$ cat config.mk
export PLATFORM = sky130hd
export DESIGN_NAME = top
export DESIGN_NICKNAME = d
export VERILOG_FILES = /design/src/rtl/top.sv
export SDC_FILE = /design/constraint.sdc
export NUM_CORES = 1
export LEC_CHECK = 0
export ABC_AREA = 1
export ABC_CLOCK_PERIOD_IN_PS = 900
export CAP_MARGIN = 0
export CORE_AREA = 3 3 40 42
export DETAILED_ROUTE_END_ITERATION = 10
export DIE_AREA = 0 0 43 45
export GPL_TIMING_DRIVEN = 0
export HOLD_SLACK_MARGIN = 0.08
export PLACE_DENSITY_LB_ADDON = 0.3
export SLEW_MARGIN = 20
export SYNTH_ARGS = -nofsm -noshare
export SYNTH_HDL_FRONTEND = slang
export SYNTH_SLANG_ARGS = --single-unit
export TNS_END_PERCENT = 10
$ cat constraint.sdc
create_clock -name sys_clk -period 0.9 [get_ports sys_clk]
set_input_delay 0.135 -clock sys_clk [delete_from_list [all_inputs] [get_ports sys_clk]]
set_output_delay 0.135 -clock sys_clk [all_outputs]
set_load 0.02 [all_outputs]
$ cat src/rtl/top.sv
// Counter source feeding a sink through a ready-registered skid slice.
// Downstream ready only reaches registers, never the source's ready.
module top (
  input  logic       sys_clk,
  input  logic       rst_n,
  input  logic       ready_in,
  output logic [2:0] result
);

  logic       src_valid;
  logic [2:0] src_data;
  logic       src_ready;
  logic       src_hs;

  logic       skid_valid;
  logic [2:0] skid_data;

  logic       out_valid;
  logic [2:0] out_data;

  // src_ready is taken purely from a flop, which keeps ready_in off the source's ready path
  assign src_ready = ~skid_valid;
  assign src_hs    = src_valid & src_ready;
  assign out_valid = skid_valid | src_valid;
  assign out_data  = skid_valid ? skid_data : src_data;

  always_ff @(posedge sys_clk) begin
    if (!rst_n) begin
      src_valid <= 1'b0;
      src_data  <= 3'd0;
    end else begin
      src_valid <= 1'b1;
      if (src_hs) src_data <= src_data + 3'd1;
    end
  end

  always_ff @(posedge sys_clk) begin
    if (!rst_n) begin
      skid_valid <= 1'b0;
      skid_data  <= 3'd0;
    end else if (ready_in) begin
      skid_valid <= 1'b0;
    end else if (src_hs) begin
      skid_valid <= 1'b1;
      skid_data  <= src_data;
    end
  end

  always_ff @(posedge sys_clk) begin
    if (!rst_n) begin
      result <= 3'd0;
    end else if (out_valid && ready_in) begin
      result <= out_data;
    end
  end

endmodule

==> results of run 1 <==
metal layers:
| metal | track usage [%] | vias up | share of wire (%) |
|---|---|---|---|
| li1 | - | 233 | - |
| met1 | 13.6 | 177 | 46 |
| met2 | 17.7 | 9 | 46 |
| met3 | 4.78 | 2 | 6.2 |
| met4 | 5.42 | 0 | 0.77 |
| met5 | 0 | - | 0 |
per-stage QoR:
| step | setup TNS, ns | utilization [%] |
|---|---|---|
| after floorplan | -0.0150 | - |
| after global placement | -2.81 | 41.9 |
| after detailed placement | -2.91 | 41.9 |
| after CTS | -0.330 | 43.7 |
| after global routing | -0.201 | 48.3 |
| final | 0 | 48.3 |
repair_timing:
item | in CTS | in global routing
setup endpoints to repair | 13 | 13
gates resized for setup | 21 | 18
pin swaps | 0 | 4
cell families (layout without fill, tap and decap cells):
kind of cell | after synthesis | in the layout | synth area share (%)
simple gates | 41 | 41 | 33.9
flops | 11 | 11 | 46.9
fa+ha+maj | 1 | 1 | 2.67
buf+inv | 12 | 21 | 9.60
compound gates | 6 | 6 | 6.93
critical path, stage by stage, from the launching register on:
cell     delay [ns]
dfxtp_4        0.39
inv_2          0.06
nor2_4         0.15
nand3_1        0.09
nand2_1        0.07
nor2_1         0.03
cell type report:
cell class                      count  area, um^2
Multi-Input combinational cell     48         249
Fill cell                         147         664
Tap cell                           15        18.8
Timing Repair Buffer                5        43.8
Inverter                           12        47.5
Clock buffer                        4        26.3
Sequential cell                    11         235
sequential cells by signal (all words and copies together), names as in the netlist:
signal	flops
result	3
skid_data	3
skid_valid	1
src_valid	1
src_data	3
worst max path at each step:
stage	from	end	slack, ns	cells after the start
after floorplan	skid_valid	result[1]	-0.005	4
after global placement	rst_n	skid_valid	-0.29	3
after detailed placement	rst_n	skid_valid	-0.29	3
after CTS	src_valid	src_data[2]	-0.08	5
after global routing	skid_valid	result[1]	-0.04	4
final	src_valid	skid_data[0]	0.02	5
power by group through the flow:
stage          logic [mW]  registers (mW)  clock network [mW]
2_1_floorplan      0.0806           0.562                   0
3_3_place_gp        0.139           0.553                   0
3_5_place_dp        0.142           0.553                   0
4_1_cts             0.142           0.546               0.354
5_1_grt             0.182           0.558               0.367
6_report            0.158           0.552               0.334
synth_stat cells:
cell      instances
nand2_1          20
nor2_1           17
inv_1            12
dfxtp_1          11
nand3_1           4
o21ai_0           4
a211oi_1          1
ha_1              1
o21ai_1           1
==> summary.md, run 1 <==
| Metric | Value |
|---|---|
| Run status | complete, no violations |
| Gp weighted congestion | 0.817 |
| Top Ports | 6 |
| Pleak | 0.303 nW |
| Most frequent cells in the layout | nand2_1, nor2_1, inv_1, dfxtp_1 |
| Crit share post-route | 97.7% |
| WHS Path Cells | 2 |
| Placed Instance Area | 538 um^2 |
| Final wirelength | 905 um |
| Cell Int Power | 0.759 mW |
| Syn_nets | 75 |
| Share of power burned in registers | 52.9% |
| Switching share of power | 27.4% |
| Initial antenna violation count | 0 |
| Antenna-violating nets left | 0 |
| Synth Cell Area | 469 um^2 |
| Register-to-Register Path Depth | 5 |
| DP Wirelength | 610 um |
| Most common cell after layout, fill and taps aside | nand2_1 |
| Crit path time final | 0.879 ns |
| GRT Total Usage | 11.4% |
| Synth cell types | 9 |
| Gate power share | 15.1% |
| Top post-synthesis cells by area | dfxtp_1, nand2_1, nor2_1 |
| Mapped Cells | 71 |
| # clock sinks | 11 |
| Die area | 1940 um^2 |
| Final hold violations | 0 |
| H-tree levels | 1 |
| CP required | 1.07 ns |
| Drt wl/cell | 9.53 um |
| Setup Fix Bufs, Post-CTS | 0 |
| Die Y | 45 um |
| Cell Pwr Density | 1680 nW/um^2 |
| Yosys top cell area share | 46.9% |
| Post-CTS Hold Fix Bufs | 0 |
| Total CTS buffers | 3 |
| Sequential area share after synthesis | 46.9% |
| Pin count of the biggest net entering global routing | 10 |
| Crit end category | register |
| Site Rows | 13 |
| Avg Cell Area, Syn | 6.61 um^2 |
| Yosys top cell by area | dfxtp_1 |
| Syn. warnings | 0 |
| Crit path launch type | register |
| Final setup vio count | 0 |
| RSZ-0062 raised after global routing | yes |
| Core Region | 1280 um^2 |
| Final Non-Filler Cells | 95 |
| Nets@finish | 85 |
| N_diodes | 0 |
| Worst EP arrival | 1.05 ns |
| Clk slew on worst S/H paths | 0.07 ns |
| Initial DRC count | 10 |
| Reg-to-reg setup timing slack | 0.02 ns |
| Layout area overhead | 32.3% |
| Slew Viols, Final | 0 |
| Sw Pwr | 0.286 mW |
| Worst-path fanout max | 5 |
| Design Power | 1.04 mW |
| Fin Clk Skew | 0.00147 ns |
| Register bit count reported by yosys | 11 |
| Rel. slew slack | 77.0% |
| Clk pwr share | 32.0% |
| WHS Endpoint | skid_valid |
| Fmax achieved | 1140 MHz |
| Vias per cell | 4.43 |
| Fraction of layout cells with a size suffix above 1 | 25.0% |
| Hold Slack | 0.150 ns |
| Routed via count | 421 |
| Reg2reg start | src_valid |
| Hold/Removal Path Class | primary input to register |
| Final WS setup | 0.0210 ns |
| Root Buffer | clkbuf_4 |
| Port bufs | 5 |
| Worst-margin pin slew | 0.345 ns |
| Initial Util | 36.5% |
| Final cell area excluding filler cells | 621 um^2 |
| Worst r2r dst | skid_data[0] |
| Die width | 43 um |
| Worst skew pair latency | 0.27 ns |
| DR DRC count | 0 |
| Dpl cells | 91 |
| First-pass DRT Iterations | 4 |
| Setup slack at placement | -0.285 ns |
| Hold Path Origin | ready_in |
| CTS tree | done |
| Maximum VDD drop | 0.720 mV |
| First-pass GRT wire length | 1.59 mm |
| Max cap viols | 0 |
| Clock buffer depth | 2 |
| Total congestion overflow | 0 |
| CP Class | register to register |
| Vias in the first global route | 371 |
No activity file was read; power rests on OpenSTA's default activity.
==> run 2: changes to the inputs <==
--- a/config.mk
+++ b/config.mk
@@ -9,12 +9,12 @@
 export ABC_CLOCK_PERIOD_IN_PS = 900
 export CAP_MARGIN = 0
 export CORE_AREA = 3 3 40 42
+export CTS_CLUSTER_DIAMETER = 40
 export DETAILED_ROUTE_END_ITERATION = 10
 export DIE_AREA = 0 0 43 45
 export GPL_TIMING_DRIVEN = 0
 export HOLD_SLACK_MARGIN = 0.08
 export PLACE_DENSITY_LB_ADDON = 0.3
-export SLEW_MARGIN = 20
 export SYNTH_ARGS = -nofsm -noshare
 export SYNTH_HDL_FRONTEND = slang
 export SYNTH_SLANG_ARGS = --single-unit
==> results of run 2 <==
No change in the layout: final DEF, timing and power equal those of run 1.
